File: src/rtl/core_ctrl_pkg.sv
// core_ctrl_pkg: shared state encoding and saturating increment for the run controller.
//   STATE_W   : width of the encoded FSM state
//   state_t   : ST_IDLE=0, ST_HOLD=1, ST_RUN=2, ST_END=3
//   sat_inc() : increment that sticks at the all-ones value of a w-bit counter (w <= SAT_MAX_W)
package core_ctrl_pkg;

    localparam int STATE_W   = 2;
    localparam int SAT_MAX_W = 64;

    typedef enum logic [STATE_W-1:0] {
        ST_IDLE = 2'd0,
        ST_HOLD = 2'd1,
        ST_RUN  = 2'd2,
        ST_END  = 2'd3
    } state_t;

    // Counters narrower than SAT_MAX_W are zero-extended by the caller; lim is
    // the all-ones value at the caller's width.
    function automatic logic [SAT_MAX_W-1:0] sat_inc(input logic [SAT_MAX_W-1:0] v, input int w);
        logic [SAT_MAX_W-1:0] lim;
        lim = (w >= SAT_MAX_W) ? '1 : ((SAT_MAX_W'(1) << w) - SAT_MAX_W'(1));
        return (v >= lim) ? v : v + SAT_MAX_W'(1);
    endfunction

endpackage

File: src/rtl/core_run_controller_sat_counter.sv
// sat_counter: CNT_W-bit saturating up-counter with synchronous clear.
//   clock : rising-edge clock
//   reset : synchronous active-low reset (count -> 0)
//   clear : synchronous clear (count -> 0), overrides en
//   en    : increment enable; the count sticks at all ones
//   count : current value
module sat_counter
    import core_ctrl_pkg::*;
#(
    parameter int CNT_W = 32
) (
    input  logic             clock,
    input  logic             reset,
    input  logic             clear,
    input  logic             en,
    output logic [CNT_W-1:0] count
);

    always_ff @(posedge clock) begin
        if (!reset || clear)
            count <= '0;
        else if (en)
            count <= CNT_W'(sat_inc(SAT_MAX_W'(count), CNT_W));
    end

endmodule

File: src/rtl/core_run_controller.sv
// core_run_controller: run lifecycle controller (reset hold, run, halt/timeout termination).
// Optional build macro CORE_RUN_CTRL_PERF_EN adds per-hart retired-instruction counters.
//   clock, reset   : rising-edge clock, synchronous active-low reset
//   start          : level, begins a run from IDLE or END
//   halt_req       : per-hart halt pulses, honoured only in RUN
//   retire_valid   : per-hart retire strobes (perf counters only)
//   core_reset     : active-low reset to the cores, low in IDLE and HOLD
//   core_run       : core clock-enable, high only in RUN
//   halted_mask    : sticky per-hart halted record
//   cycle_count    : saturating run-cycle counter, 0 in the first RUN cycle
//   done / timeout : END reason, mutually exclusive
//   state          : IDLE=0, HOLD=1, RUN=2, END=3
//   retired_count  : (macro only) hart i at [i*CNT_W +: CNT_W]
module core_run_controller
    import core_ctrl_pkg::*;
#(
    parameter int NUM_HARTS    = 1,
    parameter int RESET_CYCLES = 1,
    parameter int MAX_CYCLES   = 20,
    parameter int CNT_W        = 32
) (
    input  logic                 clock,
    input  logic                 reset,
    input  logic                 start,
    input  logic [NUM_HARTS-1:0] halt_req,
    input  logic [NUM_HARTS-1:0] retire_valid,
    output logic                 core_reset,
    output logic                 core_run,
    output logic [NUM_HARTS-1:0] halted_mask,
    output logic [CNT_W-1:0]     cycle_count,
    output logic                 done,
    output logic                 timeout,
    output logic [STATE_W-1:0]   state
`ifdef CORE_RUN_CTRL_PERF_EN
    ,
    output logic [NUM_HARTS*CNT_W-1:0] retired_count
`endif
);

    localparam int HW = (RESET_CYCLES > 1) ? $clog2(RESET_CYCLES) : 1;

    state_t               st;
    logic [HW-1:0]        hold_cnt;
    logic [NUM_HARTS-1:0] next_mask;
    logic                 all_halted;
    logic                 at_limit;
    logic                 in_run;
    logic                 enter_hold;

    assign next_mask  = halted_mask | halt_req;
    assign all_halted = &next_mask;
    assign at_limit   = (MAX_CYCLES != 0) && (cycle_count == CNT_W'(MAX_CYCLES - 1));
    assign in_run     = st == ST_RUN;
    assign enter_hold = start && (st == ST_IDLE || st == ST_END);
    assign state      = st;

    always_ff @(posedge clock) begin
        if (!reset) begin
            st          <= ST_IDLE;
            core_reset  <= 1'b0;
            core_run    <= 1'b0;
            halted_mask <= '0;
            done        <= 1'b0;
            timeout     <= 1'b0;
            hold_cnt    <= '0;
        end else begin
            case (st)
                ST_IDLE, ST_END: begin
                    if (start) begin
                        st          <= ST_HOLD;
                        core_reset  <= 1'b0;
                        hold_cnt    <= '0;
                        halted_mask <= '0;
                        done        <= 1'b0;
                        timeout     <= 1'b0;
                    end
                end
                ST_HOLD: begin
                    hold_cnt <= hold_cnt + 1'b1;
                    if (hold_cnt == HW'(RESET_CYCLES - 1)) begin
                        st         <= ST_RUN;
                        core_reset <= 1'b1;
                        core_run   <= 1'b1;
                    end
                end
                ST_RUN: begin
                    halted_mask <= next_mask;
                    // A completing halt takes priority over the cycle limit.
                    if (all_halted) begin
                        st       <= ST_END;
                        core_run <= 1'b0;
                        done     <= 1'b1;
                    end else if (at_limit) begin
                        st       <= ST_END;
                        core_run <= 1'b0;
                        timeout  <= 1'b1;
                    end
                end
                default: st <= ST_IDLE;
            endcase
        end
    end

    // The count is frozen on the exit edge so END reports the last RUN cycle index.
    sat_counter #(.CNT_W(CNT_W)) u_cycle (
        .clock (clock),
        .reset (reset),
        .clear (enter_hold),
        .en    (in_run && !all_halted && !at_limit),
        .count (cycle_count)
    );

`ifdef CORE_RUN_CTRL_PERF_EN
    // A hart's retire in its halting cycle still counts; it stops once the mask records it.
    for (genvar i = 0; i < NUM_HARTS; i++) begin : g_perf
        sat_counter #(.CNT_W(CNT_W)) u_ret (
            .clock (clock),
            .reset (reset),
            .clear (enter_hold),
            .en    (in_run && retire_valid[i] && !halted_mask[i]),
            .count (retired_count[i*CNT_W +: CNT_W])
        );
    end
`else
    logic unused_retire;
    assign unused_retire = ^retire_valid;
`endif

endmodule
File: config.mk
export PLATFORM = sky130hd
export DESIGN_NAME = core_run_controller
export DESIGN_NICKNAME = d
export VERILOG_FILES = /design/src/rtl/core_ctrl_pkg.sv /design/src/rtl/core_run_controller_sat_counter.sv /design/src/rtl/core_run_controller.sv
export SDC_FILE = /design/constraint.sdc
export NUM_CORES = 1
export LEC_CHECK = 0
export BUFFER_PORTS_ARGS = -buffer_cell sky130_fd_sc_hd__buf_2
export CAP_MARGIN = 10
export CORE_ASPECT_RATIO = 2
export CORE_MARGIN = 4
export CORE_UTILIZATION = 40
export CTS_BUF_LIST = sky130_fd_sc_hd__clkbuf_4 sky130_fd_sc_hd__clkbuf_8
export DETAILED_ROUTE_END_ITERATION = 12
export PLACE_DENSITY = 0.58
export SLEW_MARGIN = 40
export SYNTH_ARGS = -nofsm -noshare
export SYNTH_HDL_FRONTEND = slang
export SYNTH_SLANG_ARGS = --single-unit
File: constraint.sdc
create_clock -name clock -period 4.1 [get_ports clock]
set_input_delay 0.205 -clock clock [delete_from_list [all_inputs] [get_ports clock]]
set_output_delay 0.205 -clock clock [all_outputs]
set_load 0.03 [all_outputs]
Yosys cells after proc, flatten, opt, wreduce, memory -nomap -nowiden
Index checks and enable logic that the tools add are counted.
{"block": "word_totals", "register_bits": 40, "input_bits": 5, "output_inout_bits": 39, "word_cells": 62}
{"block": "classes", "add_sub_neg": 2, "n_lt_le_gt_ge": 1, "n_eq_ne": 10, "mux": 18, "bitwise": 2, "reduce_logical": 21}
{"operator": "$add 32x1->32 const B", "n": 1}
{"operator": "$eq 32x5->1 const B", "n": 1}
{"operator": "$ge 32x32->1 const B", "n": 1}
{"operator": "$pmux 1 s2", "n": 6}
{"operator": "$reduce_and 3->1", "n": 4}
{"operator": "$ne 2x2->1 const B", "n": 5}
{"operator": "$mux 2", "n": 4}
{"operator": "$mux 1", "n": 7}
{"operator": "$pmux 2 s3", "n": 1}
{"operator": "$reduce_and 2->1", "n": 3}
{"operator": "$reduce_bool 2->1", "n": 3}
{"operator": "$eq 2x2->1 const B", "n": 2}
{"operator": "$reduce_and 4->1", "n": 1}
{"operator": "$logic_and 1x1->1", "n": 3}
{"operator": "$logic_not 1->1", "n": 3}
{"operator": "$ne 3x3->1 const B", "n": 1}
{"operator": "$eq 2x1->1 const B", "n": 1}
{"operator": "$logic_not 2->1", "n": 1}
{"operator": "$logic_or 1x1->1", "n": 2}
{"operator": "$reduce_or 2->1", "n": 1}
{"operator": "$add 1x1->1 const B", "n": 1}
{"operator": "$not 1->1", "n": 1}
{"operator": "$or 1x1->1", "n": 1}

Logic depth before layout (Yosys ltp)
Gate-level depths: netlist of run 1.
{"block": "logic_depth", "word_depth": 5, "ltp_mapped": 9, "mapped_depth_nobuf": 7}

By module
From an unflattened synthesis of run 1, not the netlist that was laid out.
{"block": "unflattened", "hier_cells": 264, "area_unflattened_um2": 2168.3}
{"mod": "sat_counter", "n_inst": 1, "cells_each": 203, "area_per_inst_um2": 1632.8, "seq_area_each_um2": 640.6}
{"mod": "core_run_controller", "n_inst": 1, "cells_each": 61, "area_per_inst_um2": 535.5, "seq_area_each_um2": 160.2}

Worst setup path before layout of run 1
Ideal clock, no wire load.
{"block": "synth_path", "path_kind": "reg-to-reg", "from": "register u_cycle.count[0]", "to": "register u_cycle.count[28]", "setup_ns": 0.070, "arrival_ns": 2.246, "required_time_ns": 4.030, "setup_slack_ns": 1.784, "path_stages_with_launch": 8, "n_path_buf": 1, "period_less_slack_ns": 2.316, "path_cell_list": "dfxtp_1 ha_1 and4_1 buf_2 nand4_1 or3_1 or4_1 a21oi_1"}
{"block": "synth_via", "elab_chain_cells": 4, "word_cells_on_any_way": 7, "classes_between": "add/sub (1); order compare (1); eq/ne (1); bitwise (1); reduce/logical (3)"}
{"element": "from (decl)", "line_no": "core_run_controller_sat_counter.sv:16", "source": "output logic [CNT_W-1:0] count"}
{"element": "from (signal assigned)", "line_no": "core_run_controller_sat_counter.sv:23", "source": "count <= CNT_W'(sat_inc(SAT_MAX_W'(count), CNT_W));"}
{"element": "parallel branches: the longest is 4 deep, another holds $ge 32x32->1"}
Parallel ways; which one is timed is not known.
A chain may end at the register's enable or synchronous reset.

Worst setup path in the final report of run 1
Same ends and word-level chain as after synthesis.

==> flow_summary.toml, run 1 <==
[run_status]
status = "completed"

[final_layout]
fin_cells = 371
regArea_sq_um = 801
fin_nets = 319
syn_to_final_growth_pct = 15.4
multi_input_area_sq_um = 1330
stdcell_area_sq_um = 2570
fillers = 610
antenna_cells = 0
drive_gt1_frac = 0.193
utilization = 0.474

[timing]
rsz0062_at_grt = "no"
fmax_ghz = 0.407
setup_ws_ns = 1.64
post-route-min-period_ns = 2.46
final_max_slew_viol_count = 0
holdWs_ns = 0.212
hold_viol = 0
setup-violations-final = 0
tns_ns = 0
skew_ns = 0.0119
tightest_slew_ns = 0.781
relSlewSlack = 0.475
finalCritPeriodShare = 0.599

[yosys]
synth_fp_nets = 283
async_flop_share = 0
yosys-top-cells-area = "dfxtp_1 (36%), a21oi_1 (6.1%), or4_1 (5.7%), o31ai_1 (5.1%), nand4_1 (3.9%)"
synth.most_common_cell = "dfxtp_1"
synthDistinctLibCells = 43
synth_area_sq_um = 2220
syn_avg_cell_area_sq_um = 8.12
ys_seq_area_frac = 0.360
synth-edff-count = 0
ys_ff_latch = 40
synthTopCellsByCount = "dfxtp_1 (40), a21oi_1 (27), or4_1 (17), nand2_1 (16)"
post-synth-top-area-fraction = 0.360
synth_top_flop_cell = "dfxtp_1"
yosysWarnings = 0
netlist_instances = 274
synth_area_leader_cell = "dfxtp_1"

[power]
power_mw = 1.08
comb_power_share = 0.289
power.share.clock = 0.305
swShare = 0.357
peakVddDrop_v = 0.000336
switchingPower_mw = 0.386
power_density_nw_per_um2 = 420
p_seq_frac = 0.407
p_int_mw = 0.694
power.leakage_nw = 0.958

[placement]
place_inst = 363
dp_hpwl_mm = 4.62
placed_area_sq_um = 2460
pre_cts_ws_ns = 1.65
portBuffers = 42
place.gp.congestion = 0.793

[die]
start_util = 0.410
dieArea_sq_um = 6890
core-area_sq_um = 5420
die_y_microns = 113
num_rows = 38
chipWidth_microns = 60.7
ios = 44

[clock_tree]
cts_root_buf = "clkbuf_8"
clock_latency_ns = 0.30
hold_buffers = 0
cts_buffer_depth = 2
cts_buffers = 5
cts_setup_buffers = 0
cts_tree = "yes"
clkSinkCount = 40
cts_resized = 0
path_clk_slew_ns = 0.08
h-tree-depth = 2

[setup_path]
path_delay_family = "simple AND/OR/NAND/NOR gates"
cp-start-kind = "register"
crit_required_ns = 4.33
crit_chain = "ha_1 -> and4_1 -> nand4_1 -> or3_1 -> or4_1 -> a21oi_1"
cp-end-kind = "register"
arrival_ns = 2.69
critPathKind = "register to register"
cp-startpoint = "u_cycle.count[0]"
slowest_delay_ns = 0.46
crit_slowest_cell = "or3_1"
worst-path-buf-inv = 0
regToRegStartpoint = "u_cycle.count[0]"
crit_fanout = 6

[global_route]
grt_max_degree = 31
grt_antenna_before_repair = 0
first_global_vias = 2158
gr-usage-all-layers = 0.194
gr-total-overflow = 0
grt_pass1_wl_mm = 10.5

[routing]
vias_per_cell = 6.10
dr.first_iter.drc_count = 117
routedWlPerCell_microns = 17.0
postRouteAntennaNets = 0
drt-total-wl_mm = 6.31
drc = 0
vias = 2264
drt_pass1_iterations = 4

[job]
drv_cap = 0

[worst_hold_path]
min_from = "reset"
hold_class = "input port to register"
==> registers in the layout, summed over array words and instances, names as in the netlist <==
signal	count
u_cycle.count	32
core_reset	1
hold_cnt	1
halted_mask	1
state	2
core_run	1
timeout	1
done	1
==> area by class of cell <==
class	count	share of cell area
Inverter	6	0.00877
Sequential cell	40	0.312
Timing Repair Buffer	45	0.0906
Clock buffer	5	0.0268
Clock inverter	3	0.0166
Multi-Input combinational cell	212	0.516
Tap cell	60	0.0292
==> cells in the final DEF, fill, tap and decap left out, types with 4 or more instances in the layout <==
cell,n
buf_2,42
dfxtp_1,40
a21oi_1,27
or4_1,17
nand2_1,16
nor2_1,15
o31ai_1,15
nand4_1,14
nand3_1,14
o21ai_0,13
nor4_1,11
or3_1,8
inv_1,6
and2_1,5
and3_1,5
clkbuf_8,5
and4_1,4
nor3_1,4
nand2b_1,4
a31oi_1,4
nor2b_1,4
ha_1,4
==> worst paths after layout <==
kind	end	slack (ns)	cells after the start
worst max-delay path	u_cycle.count[28]	1.64	6
worst min-delay path	core_run	0.21	2
worst max register to register	u_cycle.count[28]	1.64	6
worst min register to register	u_cycle.count[8]	0.52	2
==> kinds of logic after synthesis <==
logic type	after synthesis	synth area share
AOI/OAI and AO/OA	73	0.209
xor gates and xnor gates	3	0.0118
adders and majority gates	4	0.0225
buffers and inverters	22	0.0444
DFF	40	0.360
muxes	2	0.00900
and+or+nand+nor	130	0.343
==> per-layer routing <==
layer	up-vias	routed length (microns)	global-route usage
met1	1084	2480	0.209
met5	-	0	0
li1	1126	-	-
met3	10	257	0.0385
met2	44	3460	0.355
met4	0	108	0.0709
==> power groups by stage <==
stage          logic, mW  registers [mW]  clock network [mW]
2_1_floorplan      0.192           0.487                   0
3_3_place_gp       0.311           0.448                   0
3_5_place_dp       0.316           0.448                   0
4_1_cts            0.316           0.440               0.340
5_1_grt            0.344           0.444               0.358
6_report           0.311           0.439               0.329
==> worst reg2reg max path, delay by kind of cell, from the launching register on <==
family / cells / cell delay (ns)
AOI/OAI and AO/OA: 1 / 0.14
and+or+nand+nor: 4 / 1.56
adders and majority gates: 1 / 0.28
DFF: 1 / 0.40
Note: power is estimated with default switching activity, not from simulation.
==> inputs of run 2 (changes only) <==
Settings changed: ABC_AREA set to 1, PLACE_DENSITY 0.58 to 0.57.
Clock period 4.1 ns to 2.4 ns, I/O delays scaled along.
==> run 2 against run 1 <==
  * Clock-buffer cell count grew 1
  * Sequential share of layout area shrank 6.1 points
  * Worst hold slack lost 0.11 ns
  * Combinational power grew 100%
  * Global-route usage grew 1.1 points
  * Synthesized area grew 26%
  * Synthesized cell count grew 66%
  * Clock skew shrank 0.0043 ns
  * Design area grew 24%
  * Register-to-register slack lost 1.2 ns
==> flow_summary.toml, run 2 <==
[final_layout]
regMostFlops = "u_cycle.count"
final_common_cell = "nand2_1"
antenna_cells = 0
fin_nets = 507
drive_gt1_frac = 0.215
syn_to_final_growth_pct = 13.6
final_cell_mix = "nand2_1 (154), nor2_1 (69), nand3_1 (48)"
largest_reg_flops = 32

[yosys]
synth_area_sq_um = 2810
yosys-top-cells-area = "dfxtp_1 (28%), nand2_1 (21%), a21oi_2 (9.3%), nor2_1 (9.2%), nand3_1 (8.5%)"
synth-edff-count = 0
netlist_instances = 456
syn_avg_cell_area_sq_um = 6.17
synthDistinctLibCells = 22
async_flop_share = 0
synth.most_common_cell = "nand2_1"
post-synth-top-area-fraction = 0.285
synth_area_leader_cell = "dfxtp_1"
synthTopCellsByCount = "nand2_1 (155), nor2_1 (69), nand3_1 (48), inv_1 (46), dfxtp_1 (40)"
yosysWarnings = 0
ys_seq_area_frac = 0.285
synth_top_flop_cell = "dfxtp_1"
synth_fp_nets = 465
ys_ff_latch = 40

[power]
power.share.clock = 0.249
power_density_nw_per_um2 = 577
p_int_mw = 1.10
comb_power_share = 0.342
peakVddDrop_v = 0.000565
p_seq_frac = 0.409
switchingPower_mw = 0.744
power.leakage_nw = 1.28
swShare = 0.404

[setup_path]
r2r-end = "u_cycle.count[13]"
critPathKind = "register to register"
reg2reg_slack_ns = 0.40
crit_fanout = 31
r2r_cells = 8
regToRegStartpoint = "state[0]"
arrival_ns = 2.24
crit_required_ns = 2.63
cp-end-kind = "register"
cp-start-kind = "register"

[global_route]
grt_pass1_wl_mm = 13.2
gr-total-overflow = 0
grt_max_degree = 32
gr-usage-all-layers = 0.206
first_global_vias = 2756
grt_antenna_before_repair = 0

[die]
ios = 44
num_rows = 43
dieArea_sq_um = 8520
chipWidth_microns = 67.3
core-area_sq_um = 6890
start_util = 0.408
die_y_microns = 127

[timing]
setup-violations-final = 0
tightest_slew_ns = 0.535
post-route-min-period_ns = 2.00
setup_ws_ns = 0.397
hold_viol = 0
skew_ns = 0.00755
finalCritPeriodShare = 0.835
rsz0062_at_grt = "no"
final_max_slew_viol_count = 0
relSlewSlack = 0.643
fmax_ghz = 0.499
tns_ns = 0

[routing]
drt-total-wl_mm = 7.94
routedWlPerCell_microns = 13.5
dr.first_iter.drc_count = 114
drt_pass1_iterations = 4
vias_per_cell = 4.81
drc = 0
postRouteAntennaNets = 0
vias = 2826

[clock_tree]
cts_buffers = 5
cts_setup_buffers = 0
cts_tree = "yes"
hold_buffers = 0
cts_root_buf = "clkbuf_8"
cts_buffer_depth = 2
h-tree-depth = 2
cts_resized = 0
clkSinkCount = 40
clock_latency_ns = 0.31
path_clk_slew_ns = 0.08

[worst_hold_path]
min_from = "reset"
hold_class = "input port to register"
min_to = "state[0]"
holdPathStages = 3

[placement]
portBuffers = 42
dp_hpwl_mm = 6.25
pre_cts_ws_ns = 0.383
place.gp.congestion = 0.873

[run_status]
status = "completed"

[job]
drv_cap = 0
## run 2: cell count changes after synthesis, sizes merged, moves of 13 or more
cell	before	now
nor2	15	73
nand4	15	2
nand2	16	169
inv	6	49
or4	17	0
xor2	0	15
nand3	14	49
o31ai	15	0
## run 2: layer usage
| layer | track usage | wire [microns] |
|---|---|---|
| met1 | 0.208 | 2870 |
| met2 | 0.394 | 4560 |
| met3 | 0.0328 | 291 |
| met4 | 0.0825 | 212 |
| met5 | 0 | 0 |
## run 2: worst max-delay path, stage by stage (launching register included)
cell	delay (ns)
dfxtp_1	0.34
inv_1	0.08
ha_1	0.22
inv_1	0.07
nor2_1	0.23
nand2_1	0.22
inv_2	0.45
nand3_1	0.16
a21oi_2	0.16
## run 2: cell type report
class | instances | area [sq um]
timing repair buffer | 47 | 260
multi-input combinational | 355 | 1760
clock buffer | 6 | 76.3
inverter | 49 | 184
fill | 806 | 3690
tap | 90 | 113
sequential | 40 | 801
clock inverter | 1 | 5.00
## run 2: per-stage QoR
stage	util	total power, mW	hold WS (ns)	cell area (sq um)	instances
5_1_grt	0.464	1.96	0.113	3190	588
3_3_place_gp	0.452	1.41	0.421	3110	581
6_report	0.464	1.84	0.101	3190	588
2_1_floorplan	-	1.26	0.240	2810	456
3_5_place_dp	0.452	1.41	0.420	3110	581
4_1_cts	0.464	1.88	0.0900	3190	588
## run 2: how the worst max path moves through the flow
stage	from	endpoint	depth (start not counted)	slack [ns]
floorplan	u_cycle.count[0]	u_cycle.count[10]	11	0.43
global placement	u_cycle.count[1]	u_cycle.count[25]	10	0.41
detailed placement	state[0]	u_cycle.count[25]	8	0.38
CTS	state[0]	u_cycle.count[25]	8	0.37
global route	state[0]	u_cycle.count[13]	8	0.18
finish	state[0]	u_cycle.count[13]	8	0.40
## run 2: cell families (layout without fill, tap and decap cells)
kind of cell,after synthesis,in the layout,synth area share
buffers and inverters,61,103,0.0921
adder cells (fa/ha/maj),4,4,0.0178
AND/OR/NAND/NOR,293,293,0.442
AO/OA/AOI/OAI,43,43,0.117
XOR/XNOR,15,15,0.0467
flip-flops,40,40,0.285
## run 2: power groups by stage
| stage | clock (mW) | sequential (mW) | combinational (mW) |
|---|---|---|---|
| floorplan | 0 | 0.861 | 0.400 |
| global placement | 0 | 0.768 | 0.637 |
| detailed placement | 0 | 0.768 | 0.643 |
| CTS | 0.480 | 0.754 | 0.644 |
| global route | 0.499 | 0.760 | 0.702 |
| finish | 0.458 | 0.753 | 0.630 |
